File: config.mk
export PLATFORM = sky130hd
export DESIGN_NAME = up_csr_regs_flat
export DESIGN_NICKNAME = d
export VERILOG_FILES = /design/src/rtl/up_csr_regs_if.sv /design/src/rtl/up_csr_regs.sv /design/src/flat_wrapper.sv
export SDC_FILE = /design/constraint.sdc
export NUM_CORES = 1
export LEC_CHECK = 0
export BUFFER_PORTS_ARGS = -buffer_cell sky130_fd_sc_hd__buf_2
export CORE_UTILIZATION = 54
export CTS_CLUSTER_SIZE = 16
export DETAILED_ROUTE_END_ITERATION = 10
export PLACE_DENSITY = 0.95
export SYNTH_ARGS = -nofsm -noshare
export SYNTH_HDL_FRONTEND = slang
export SYNTH_SLANG_ARGS = --single-unit
File: constraint.sdc
create_clock -name up_clk -period 3 [get_ports up_clk]
set_input_delay 0.3 -clock up_clk [delete_from_list [all_inputs] [get_ports up_clk]]
set_output_delay 0.3 -clock up_clk [all_outputs]
set_load 0.01 [all_outputs]
File: src/rtl/up_csr_regs_if.sv
// Microprocessor bus between the SPI-to-bus master and the CSR bank.
// Strobes are levels, and each rising edge of a strobe is one access.
// Read data comes back one cycle after the read edge.
interface up_csr_regs_if;
  logic        up_wr;
  logic        up_rd;
  logic [31:0] up_addr;
  logic [31:0] up_data_wr;
  logic [31:0] up_data_rd;

  modport master (
    output up_wr,
    output up_rd,
    output up_addr,
    output up_data_wr,
    input  up_data_rd
  );

  modport slave (
    input  up_wr,
    input  up_rd,
    input  up_addr,
    input  up_data_wr,
    output up_data_rd
  );
endinterface

File: src/rtl/up_csr_regs.sv
// Tester configuration and status register bank on the up_clk bus.
// Holds the enables, frame length, IFG, frame count and start pulse.
// Exposes sticky W1C event status and the live statistics counters.
// A 64-bit counter is read coherently: reading its LO word snapshots the HI
// word into a shadow, and the following HI read returns that shadow.
module up_csr_regs #(
  parameter logic [31:0] BASE_ADDR   = 32'h0000_0000,
  parameter logic [31:0] ID_VALUE    = 32'h5453_4554,
  parameter logic [15:0] PKT_LEN_RST = 16'd64,
  parameter logic [7:0]  IFG_RST     = 8'd12
) (
  input  logic          up_clk,
  input  logic          up_rst,
  up_csr_regs_if.slave  up_bus,
  output logic          tx_en,
  output logic          rx_en,
  output logic          tx_start,
  output logic [15:0]   tx_pkt_len,
  output logic [7:0]    tx_ifg,
  output logic [31:0]   tx_pkt_num,
  input  logic [7:0]    stat_evt,
  input  logic [63:0]   tx_pkt_cnt,
  input  logic [63:0]   rx_pkt_cnt,
  input  logic [31:0]   rx_err_cnt
);

  // Word offsets within the 64-byte window
  localparam logic [3:0] OFF_ID        = 4'h0;
  localparam logic [3:0] OFF_SCRATCH   = 4'h1;
  localparam logic [3:0] OFF_CTRL      = 4'h2;
  localparam logic [3:0] OFF_PKT_CFG   = 4'h3;
  localparam logic [3:0] OFF_PKT_NUM   = 4'h4;
  localparam logic [3:0] OFF_STATUS    = 4'h5;
  localparam logic [3:0] OFF_TX_CNT_LO = 4'h6;
  localparam logic [3:0] OFF_TX_CNT_HI = 4'h7;
  localparam logic [3:0] OFF_RX_CNT_LO = 4'h8;
  localparam logic [3:0] OFF_RX_CNT_HI = 4'h9;
  localparam logic [3:0] OFF_RX_ERR    = 4'hA;

  logic        up_wr_d;
  logic        up_rd_d;
  logic        wr_acc;
  logic        rd_acc;
  logic        addr_hit;
  logic [3:0]  offset;
  logic        wr_hit;
  logic        rd_hit;
  logic [31:0] rd_mux;
  logic [31:0] rd_data_q;
  logic [31:0] scratch_q;
  logic [7:0]  status_q;
  logic [7:0]  status_clr;
  logic [31:0] tx_hi_q;
  logic [31:0] rx_hi_q;

  assign up_bus.up_data_rd = rd_data_q;

  // Strobe history; reset to 1 so a strobe held through reset is not an edge
  always_ff @(posedge up_clk) begin
    if (up_rst) begin
      up_wr_d <= 1'b1;
      up_rd_d <= 1'b1;
    end else begin
      up_wr_d <= up_bus.up_wr;
      up_rd_d <= up_bus.up_rd;
    end
  end

  // Rising-edge access detection and window/alignment decode
  always_comb begin
    wr_acc   = up_bus.up_wr & ~up_wr_d;
    rd_acc   = up_bus.up_rd & ~up_rd_d;
    addr_hit = (up_bus.up_addr[31:6] == BASE_ADDR[31:6]) &&
               (up_bus.up_addr[1:0] == 2'b00);
    offset   = up_bus.up_addr[5:2];
    wr_hit   = wr_acc & addr_hit;
    rd_hit   = rd_acc & addr_hit;
  end

  // Read mux over current register values, so a concurrent write is not seen
  always_comb begin
    rd_mux = 32'h0;
    if (addr_hit) begin
      case (offset)
        OFF_ID:        rd_mux = ID_VALUE;
        OFF_SCRATCH:   rd_mux = scratch_q;
        OFF_CTRL:      rd_mux = {30'h0, rx_en, tx_en};
        OFF_PKT_CFG:   rd_mux = {8'h0, tx_ifg, tx_pkt_len};
        OFF_PKT_NUM:   rd_mux = tx_pkt_num;
        OFF_STATUS:    rd_mux = {24'h0, status_q};
        OFF_TX_CNT_LO: rd_mux = tx_pkt_cnt[31:0];
        OFF_TX_CNT_HI: rd_mux = tx_hi_q;
        OFF_RX_CNT_LO: rd_mux = rx_pkt_cnt[31:0];
        OFF_RX_CNT_HI: rd_mux = rx_hi_q;
        OFF_RX_ERR:    rd_mux = rx_err_cnt;
        default:       rd_mux = 32'h0;
      endcase
    end
  end

  // Registered read data, held until the next accepted read
  always_ff @(posedge up_clk) begin
    if (up_rst) begin
      rd_data_q <= 32'h0;
    end else if (rd_acc) begin
      rd_data_q <= rd_mux;
    end
  end

  // HI-word shadows captured when the matching LO word is read
  always_ff @(posedge up_clk) begin
    if (up_rst) begin
      tx_hi_q <= 32'h0;
      rx_hi_q <= 32'h0;
    end else if (rd_hit) begin
      if (offset == OFF_TX_CNT_LO) tx_hi_q <= tx_pkt_cnt[63:32];
      if (offset == OFF_RX_CNT_LO) rx_hi_q <= rx_pkt_cnt[63:32];
    end
  end

  // Read/write configuration registers
  always_ff @(posedge up_clk) begin
    if (up_rst) begin
      scratch_q  <= 32'h0;
      tx_en      <= 1'b0;
      rx_en      <= 1'b0;
      tx_pkt_len <= PKT_LEN_RST;
      tx_ifg     <= IFG_RST;
      tx_pkt_num <= 32'h0;
    end else if (wr_hit) begin
      case (offset)
        OFF_SCRATCH: scratch_q <= up_bus.up_data_wr;
        OFF_CTRL: begin
          tx_en <= up_bus.up_data_wr[0];
          rx_en <= up_bus.up_data_wr[1];
        end
        OFF_PKT_CFG: begin
          tx_pkt_len <= up_bus.up_data_wr[15:0];
          tx_ifg     <= up_bus.up_data_wr[23:16];
        end
        OFF_PKT_NUM: tx_pkt_num <= up_bus.up_data_wr;
        default: ;
      endcase
    end
  end

  // One-cycle start pulse from a CTRL write with bit 31 set
  always_ff @(posedge up_clk) begin
    if (up_rst) begin
      tx_start <= 1'b0;
    end else begin
      tx_start <= wr_hit && (offset == OFF_CTRL) && up_bus.up_data_wr[31];
    end
  end

  // W1C clear mask for STATUS; zero unless STATUS is being written
  always_comb begin
    status_clr = 8'h0;
    if (wr_hit && (offset == OFF_STATUS)) begin
      status_clr = up_bus.up_data_wr[7:0];
    end
  end

  // Sticky event status; a new event beats a simultaneous clear
  always_ff @(posedge up_clk) begin
    if (up_rst) begin
      status_q <= 8'h0;
    end else begin
      status_q <= (status_q & ~status_clr) | stat_evt;
    end
  end

endmodule

File: src/flat_wrapper.sv
// flat-port wrapper written by rule: the top's interface ports become plain ports
module up_csr_regs_flat 
#(
  parameter logic [31:0] BASE_ADDR   = 32'h0000_0000,
  parameter logic [31:0] ID_VALUE    = 32'h5453_4554,
  parameter logic [15:0] PKT_LEN_RST = 16'd64,
  parameter logic [7:0]  IFG_RST     = 8'd12
)
  (up_clk, up_rst, tx_en, rx_en, tx_start, tx_pkt_len, tx_ifg, tx_pkt_num, stat_evt, tx_pkt_cnt, rx_pkt_cnt, rx_err_cnt, up_bus_up_wr, up_bus_up_rd, up_bus_up_addr, up_bus_up_data_wr, up_bus_up_data_rd);
  up_csr_regs_if up_bus_i ();
  input  logic up_clk;
  input  logic up_rst;
  output logic tx_en;
  output logic rx_en;
  output logic tx_start;
  output logic [15:0] tx_pkt_len;
  output logic [7:0] tx_ifg;
  output logic [31:0] tx_pkt_num;
  input  logic [7:0] stat_evt;
  input  logic [63:0] tx_pkt_cnt;
  input  logic [63:0] rx_pkt_cnt;
  input  logic [31:0] rx_err_cnt;
  input wire logic [$bits(up_bus_i.up_wr)-1:0] up_bus_up_wr;
  input wire logic [$bits(up_bus_i.up_rd)-1:0] up_bus_up_rd;
  input wire logic [$bits(up_bus_i.up_addr)-1:0] up_bus_up_addr;
  input wire logic [$bits(up_bus_i.up_data_wr)-1:0] up_bus_up_data_wr;
  output wire logic [$bits(up_bus_i.up_data_rd)-1:0] up_bus_up_data_rd;
  assign up_bus_i.up_wr = up_bus_up_wr;
  assign up_bus_i.up_rd = up_bus_up_rd;
  assign up_bus_i.up_addr = up_bus_up_addr;
  assign up_bus_i.up_data_wr = up_bus_up_data_wr;
  assign up_bus_up_data_rd = up_bus_i.up_data_rd;
  up_csr_regs #(.BASE_ADDR(BASE_ADDR), .ID_VALUE(ID_VALUE), .PKT_LEN_RST(PKT_LEN_RST), .IFG_RST(IFG_RST)) u_core (.up_clk(up_clk), .up_rst(up_rst), .up_bus(up_bus_i), .tx_en(tx_en), .rx_en(rx_en), .tx_start(tx_start), .tx_pkt_len(tx_pkt_len), .tx_ifg(tx_ifg), .tx_pkt_num(tx_pkt_num), .stat_evt(stat_evt), .tx_pkt_cnt(tx_pkt_cnt), .rx_pkt_cnt(rx_pkt_cnt), .rx_err_cnt(rx_err_cnt));
endmodule
==> results of run 1 <==
==> sequential cells by signal, indices dropped and copies added (netlist names) <==
name                      cells
u_core.tx_pkt_num            32
u_core.tx_hi_q               32
u_core.rx_en                  1
u_core.status_q               8
u_core.up_wr_d                1
u_core.up_bus.up_data_rd     32
u_core.tx_pkt_len            16
u_core.tx_en                  1
u_core.tx_start               1
u_core.rx_hi_q               32
u_core.up_rd_d                1
u_core.tx_ifg                 8
u_core.scratch_q             32
==> layer usage <==
metal | GRT usage [%] | up-vias | part of all wire [%]
met4 | 25.2 | 0 | 6.6
met5 | 0 | - | 0
li1 | - | 4433 | -
met2 | 66.3 | 975 | 44
met1 | 53.9 | 4760 | 36
met3 | 11.5 | 249 | 14
==> how the worst max path moves through the flow <==
stage                                  start                     endpoint  slack [ps]  cells past startpoint
after global routing      up_bus_up_addr[24]        u_core.tx_pkt_num[19]         820                      7
after floorplan           up_bus_up_addr[24]           u_core.status_q[0]        1100                      6
after CTS                 up_bus_up_addr[24]        u_core.tx_pkt_num[19]         960                      7
after global placement     up_bus_up_addr[4]         u_core.tx_pkt_num[3]         630                      6
after detailed placement  up_bus_up_addr[24]        u_core.tx_pkt_num[13]         510                      7
final                      up_bus_up_addr[4]  u_core.up_bus.up_data_rd[8]         850                      7
==> synthesized netlist by cell type (all sizes together) (6+ instances only) <==
| cell | instances |
|---|---|
| mux2i | 120 |
| nor2 | 120 |
| nor2b | 17 |
| nand2 | 187 |
| nor3 | 21 |
| a22oi | 38 |
| a21oi | 87 |
| a22o | 12 |
| dfxtp | 197 |
| clkbuf | 52 |
| o21ai | 41 |
| nand3 | 22 |
| inv | 7 |
| buf | 37 |
| nor4b | 11 |
| o32ai | 6 |
| nor4 | 7 |
| a211oi | 11 |
| o22ai | 10 |
==> through the flow <==
step	cells	utilization, %
final	1620	70.9
after global routing	1619	70.9
after CTS	1617	70.9
after detailed placement	1585	66.9
after global placement	1585	66.9
after floorplan	1079	-
==> area by class of cell <==
type | instances | area (µm²) | share of cell area, %
inverter | 7 | 26.3 | 0.224
clock inverter | 10 | 168 | 1.43
clock buffer | 22 | 484 | 4.13
multi-input combinational | 786 | 4780 | 40.8
tap | 220 | 275 | 2.35
timing repair buffer | 375 | 2040 | 17.4
sequential | 197 | 3940 | 33.6
antenna | 3 | 7.51 | 0.0640
==> where the power goes <==
group          internal (mW)  total, mW  switching, mW
registers               2.62       2.63        0.00533
clock network           1.49       2.52           1.03
logic                  0.217      0.565          0.348
total                   4.33       5.71           1.38
==> worst max-delay path, delay by kind of cell <==
family / cells / cell delay (ps)
AO/OA/AOI/OAI: 3 / 980
multiplexers: 1 / 240
AND/OR/NAND/NOR: 1 / 70
buffers and inverters: 2 / 850
==> logic make-up after synthesis <==
family | after synthesis
AOI/OAI and AO/OA | 244
buffers and inverters | 96
DFF | 197
and+or+nand+nor | 417
muxes | 125
==> results.cfg, run 1 <==
[outcome]
status = finished, final reports clean

[min_path]
hold_path_end = u_core.up_wr_d
min_path_cells = 2
hold_class = primary input to flop
min_from = up_bus_up_wr

[synthesis]
synth_top_family_by_area = simple AND/OR/NAND/NOR gates
synth_cell_type_count = 58
synth_edf_count = 0
synth-xor-area-share_pct = 0
yosysSeqAreaShare_pct = 43.2
synth_area_per_cell_um2 = 8.46
synth_compound_area_share_pct = 17.3
yosysTopAreaCell = dfxtp_1
yosys_warnings = 0
synth_area_um2 = 9130
synthSimpleGateAreaFrac_pct = 20.7
synthAdderAreaFrac_pct = 0
synthMuxAreaShare_pct = 13.8
synth_nets = 1315
synth_ff_type = dfxtp_1
ys_ff_latch = 197
synth-async-reset-ratio_pct = 0
synthCells = 1079
yosys.area.top_type_share_pct = 43.2
netlist_top_cells_area = dfxtp_1, mux2i_1, nand2_1, nor2_1, a21oi_1

[global_routing]
grt_pass1_vias = 9861
grt_remaining_overflow = 0
antenna_found_initial = 2
grt_max_degree = 64
grt_use_total_pct = 42.9
grt_pass1_wl_um = 56600

[timing]
grt_setup_unrepaired = no
slew_headroom_pct = 30.1
slew_viol_final = 0
period_share_pct = 71.8
timing.hold.ws_ps = 59.1
finalHoldViolCount = 0
max_clock_freq_mhz = 464
setup_ws_ps = 846
skew_ps = 6.83
tightest_slew_ps = 1050
finalSetupViolations = 0
timing.final.crit_period_ps = 2150
tns_ps = 0

[worst_setup_path]
worst-path-max-fanout = 26
reg2reg_depth = 6
cp_slowest_stage_delay_ps = 590
rr_startpoint = u_core.up_wr_d
cp.arrival_ps = 2450
crit_slowest_cell = buf_2
crit_type = primary input to flop
r2r_setup_slack_ps = 1080
crit_required_ps = 3300
cp-end-kind = flop
r2r_end = u_core.tx_pkt_num[19]
cp_cell_sequence = buf_2 -> buf_12 -> mux2i_1 -> nor3_1 -> a221o_1 -> a211oi_1 -> o21ai_0
critPathLaunchType = primary input

[clock_tree]
clockBufferDepth = 2
cts_tree = done
htreeDepth = 4
cts_root_buffer = clkbuf_16
hold_buffers = 0
clock_sinks = 197
cts_made_buffers = 17
post_cts_resized = 0
postCtsSetupBuffers = 0
clkTransAtPathRegs_ps = 70
clk_latency_ps = 440

[detailed_routing]
ant_nets = 0
post_drt_wl_per_cell_um = 23.3
route.vias.total = 10400
drt-initial-drc-count = 1796
drt_wl_total_um = 37700
vias_per_cell = 6.43
remaining_drc_errors = 0
drtPass1Iterations = 6

[power_and_ir_drop]
power_per_cell_area_nw_per_um2 = 487
p_total_mw = 5.71
ir_drop_mv = 0.423
power_leakage_nw = 4.75

[layout]
areaGrowthSynthToFinish_pct = 28.4
fin_area_um2 = 11700
fillers = 1259
drive_gt1_share_pct = 30.8
final_cell_mix = buf_2, dfxtp_1, nand2_1
layout_commonest_cell = buf_2
finalNetCount = 1620

[place]
dpl-instance-area_um2 = 11100
dpl.hpwl_um = 26700
port_buffers = 326
place_congestion = 0.953
preCtsSetupSlack_ps = 513

[floorplanning]
rows = 47
core_area_um2 = 16500
die_area_um2 = 17400
dieHeight_um = 132
ios = 327
start_util_pct = 55.2
die_x_um = 132

[job]
cap_viol_max_count = 0
(Power assumes the default switching activity.)
==> run 2: changes to the inputs <==
--- a/config.mk
+++ b/config.mk
@@ -5,11 +5,12 @@
 export SDC_FILE = /design/constraint.sdc
 export NUM_CORES = 1
 export LEC_CHECK = 0
+export ABC_AREA = 1
 export BUFFER_PORTS_ARGS = -buffer_cell sky130_fd_sc_hd__buf_2
-export CORE_UTILIZATION = 54
+export CORE_UTILIZATION = 46
 export CTS_CLUSTER_SIZE = 16
 export DETAILED_ROUTE_END_ITERATION = 10
-export PLACE_DENSITY = 0.95
+export PLACE_DENSITY = 0.86
 export SYNTH_ARGS = -nofsm -noshare
 export SYNTH_HDL_FRONTEND = slang
 export SYNTH_SLANG_ARGS = --single-unit
==> constraint.sdc (replaced) <==
create_clock -name up_clk -period 1.9 [get_ports up_clk]
set_input_delay 0.19 -clock up_clk [delete_from_list [all_inputs] [get_ports up_clk]]
set_output_delay 0.19 -clock up_clk [all_outputs]
set_load 0.01 [all_outputs]
==> results.cfg, run 2 <==
[synthesis]
synthAdderAreaFrac_pct = 0
synthMuxAreaShare_pct = 0
ys_ff_latch = 197
netlist_top_cells_area = dfxtp_1, nand2_1, a21oi_1, nor2_1, nand4_1
synth_cell_type_count = 19
synthSimpleGateAreaFrac_pct = 40.5
yosysSeqAreaShare_pct = 41.3
synth_top_family_by_area = simple AND/OR/NAND/NOR gates
synth-xor-area-share_pct = 0
yosys.area.top_type_share_pct = 41.3
yosysTopAreaCell = dfxtp_1
synth-async-reset-ratio_pct = 0
synthCells = 1504
synth_nets = 1740
synth_area_per_cell_um2 = 6.35
synthTopCellsByCount = nand2_1, dfxtp_1, nor2_1, a21oi_1, nand4_1
synth_ff_type = dfxtp_1
synth_compound_area_share_pct = 10.4
synth_area_um2 = 9550
yosys_warnings = 0
yosysMostFrequentCell = nand2_1
synth_edf_count = 0

[layout]
final_cell_mix = nand2_1, buf_2, dfxtp_1
drive_gt1_share_pct = 23.0
final_util_pct = 61.8
fillers = 1903
finalNetCount = 2058
areaGrowthSynthToFinish_pct = 31.4
seqCellArea_um2 = 3940
n_antenna_cell = 0
multiInputGateArea_um2 = 4890
layout_commonest_cell = nand2_1
fin_cells = 2105

[power_and_ir_drop]
power_leakage_nw = 5.92
swShare_pct = 24.3
ir_drop_mv = 0.576
power_frac_comb_pct = 8.6
power_per_cell_area_nw_per_um2 = 704
seqPwrFrac_pct = 46.9
power_switching_mw = 2.15
clkPwrFrac_pct = 44.4
internal_power_mw = 6.69

[floorplanning]
dieHeight_um = 146
ios = 327
die_area_um2 = 21300
start_util_pct = 47.1
die_x_um = 146
rows = 52
core_area_um2 = 20300

[clock_tree]
htreeDepth = 4
cts_made_buffers = 17
clk_latency_ps = 440
clock_sinks = 197
cts_root_buffer = clkbuf_16
postCtsSetupBuffers = 0
clkTransAtPathRegs_ps = 70
clockBufferDepth = 2
cts_tree = done

[detailed_routing]
ant_nets = 0
route.vias.total = 11600
remaining_drc_errors = 0
drt_wl_total_um = 38100
vias_per_cell = 5.51
post_drt_wl_per_cell_um = 18.1
drt-initial-drc-count = 1289
drtPass1Iterations = 6

[place]
place_congestion = 0.967
port_buffers = 326
dpl.hpwl_um = 27400
dp_cells = 2045

[timing]
slew_viol_final = 0
grt_setup_unrepaired = no
finalSetupViolations = 0
timing.final.crit_period_ps = 1590
period_share_pct = 83.7
slew_headroom_pct = 52.6
finalHoldViolCount = 0
skew_ps = 12.1
tightest_slew_ps = 711
timing.hold.ws_ps = 6.35
tns_ps = 0
max_clock_freq_mhz = 629

[global_routing]
use_met3_pct = 6.41
busiest_layer = met2
antenna_found_initial = 0
grt_max_degree = 149
grt_pass1_wl_um = 58500
grt_pass1_vias = 10700
use_met1_pct = 47.6
grt_remaining_overflow = 0
grt_use_total_pct = 35.3
use_met2_pct = 55.0

[worst_setup_path]
worstSetupEndpoint = u_core.tx_hi_q[3]
reg2reg_depth = 4
cp_slowest_stage_delay_ps = 480
crit_type = flop to flop
critPathLaunchType = flop
rr_startpoint = u_core.up_rd_d
startpoint = u_core.up_rd_d
worst-path-max-fanout = 44
cp_cell_sequence = nor2_4 -> buf_4 -> nand4_1 -> a21oi_1
cp-end-kind = flop
cp.arrival_ps = 1940
crit_slowest_cell = buf_4
r2r_end = u_core.tx_hi_q[3]
r2r_setup_slack_ps = 310
crit_required_ps = 2250

[outcome]
status = finished, final reports clean

[min_path]
hold_class = primary input to flop
min_path_cells = 3

[job]
cap_viol_max_count = 0
## run 2: cell count changes after synthesis, moves of 17 or more
cell and change:
inv_1 +73, nand4_1 +93, mux2i_1 -120, nand3_1 +61, nor2_1 +70, a22oi_1 -38
nor2b_1 -17, a21oi_1 +71, nand2_1 +357, nor3_1 -20
## run 2: how the worst min path moves through the flow
stage          slack [ps]            from                  to
6_report                6     stat_evt[7]  u_core.status_q[7]
4_1_cts                 3    up_bus_up_rd      u_core.up_rd_d
3_5_place_dp          420  rx_pkt_cnt[47]  u_core.rx_hi_q[15]
5_1_grt                10    up_bus_up_rd      u_core.up_rd_d
3_3_place_gp          410  rx_pkt_cnt[47]  u_core.rx_hi_q[15]
2_1_floorplan         290    up_bus_up_rd      u_core.up_rd_d
## run 2: metal layers
layer	part of all wire [%]	vias up
met3	10	97
met5	0	-
li1	-	5487
met2	45	734
met1	41	5275
met4	3.8	0
## run 2: cells by family (layout without fill, tap and decap cells)
kind of cell | after synthesis | after routing
AOI/OAI and AO/OA | 199 | 199
buffers and inverters | 183 | 514
DFF | 197 | 197
and+or+nand+nor | 925 | 925
## run 2: timing repair
action / 4_1_cts / 5_1_grt
endpoints found under the hold margin: 28 / 0
resized for setup: 0 / 0
hold buffers: 28 / 0
setup endpoints to repair: 0 / 0
## run 2: area by class of cell
cell class | instances | share of cell area, %
Inverter | 81 | 2.42
Timing Repair Buffer | 401 | 19.5
Multi-Input combinational cell | 1124 | 39.0
Clock inverter | 12 | 1.54
Clock buffer | 20 | 3.48
Sequential cell | 197 | 31.4
Tap cell | 270 | 2.69
## run 2: per-stage QoR
step,instance area (µm²),power [mW],setup WS (ps)
after floorplan,9550,4.51,456
after global placement,11600,4.94,109
after detailed placement,11600,4.94,29.4
after CTS,12600,8.85,348
after global routing,12600,9.10,189
final,12600,8.84,310
## run 2: worst max-delay path: cells and delay by family, from the launching register on
family	cells	cell delay, ps
flip-flops	1	330
buffers and inverters	1	480
AND/OR/NAND/NOR	2	480
AO/OA/AOI/OAI	1	210
## run 2: power by group through the flow
stage          registers (mW)  logic [mW]  clock network, mW
6_report                 4.15       0.762               3.93
5_1_grt                  4.15       0.816               4.14
4_1_cts                  4.15       0.747               3.96
3_5_place_dp             4.25       0.698                  0
3_3_place_gp             4.24       0.696                  0
2_1_floorplan            4.24       0.266                  0
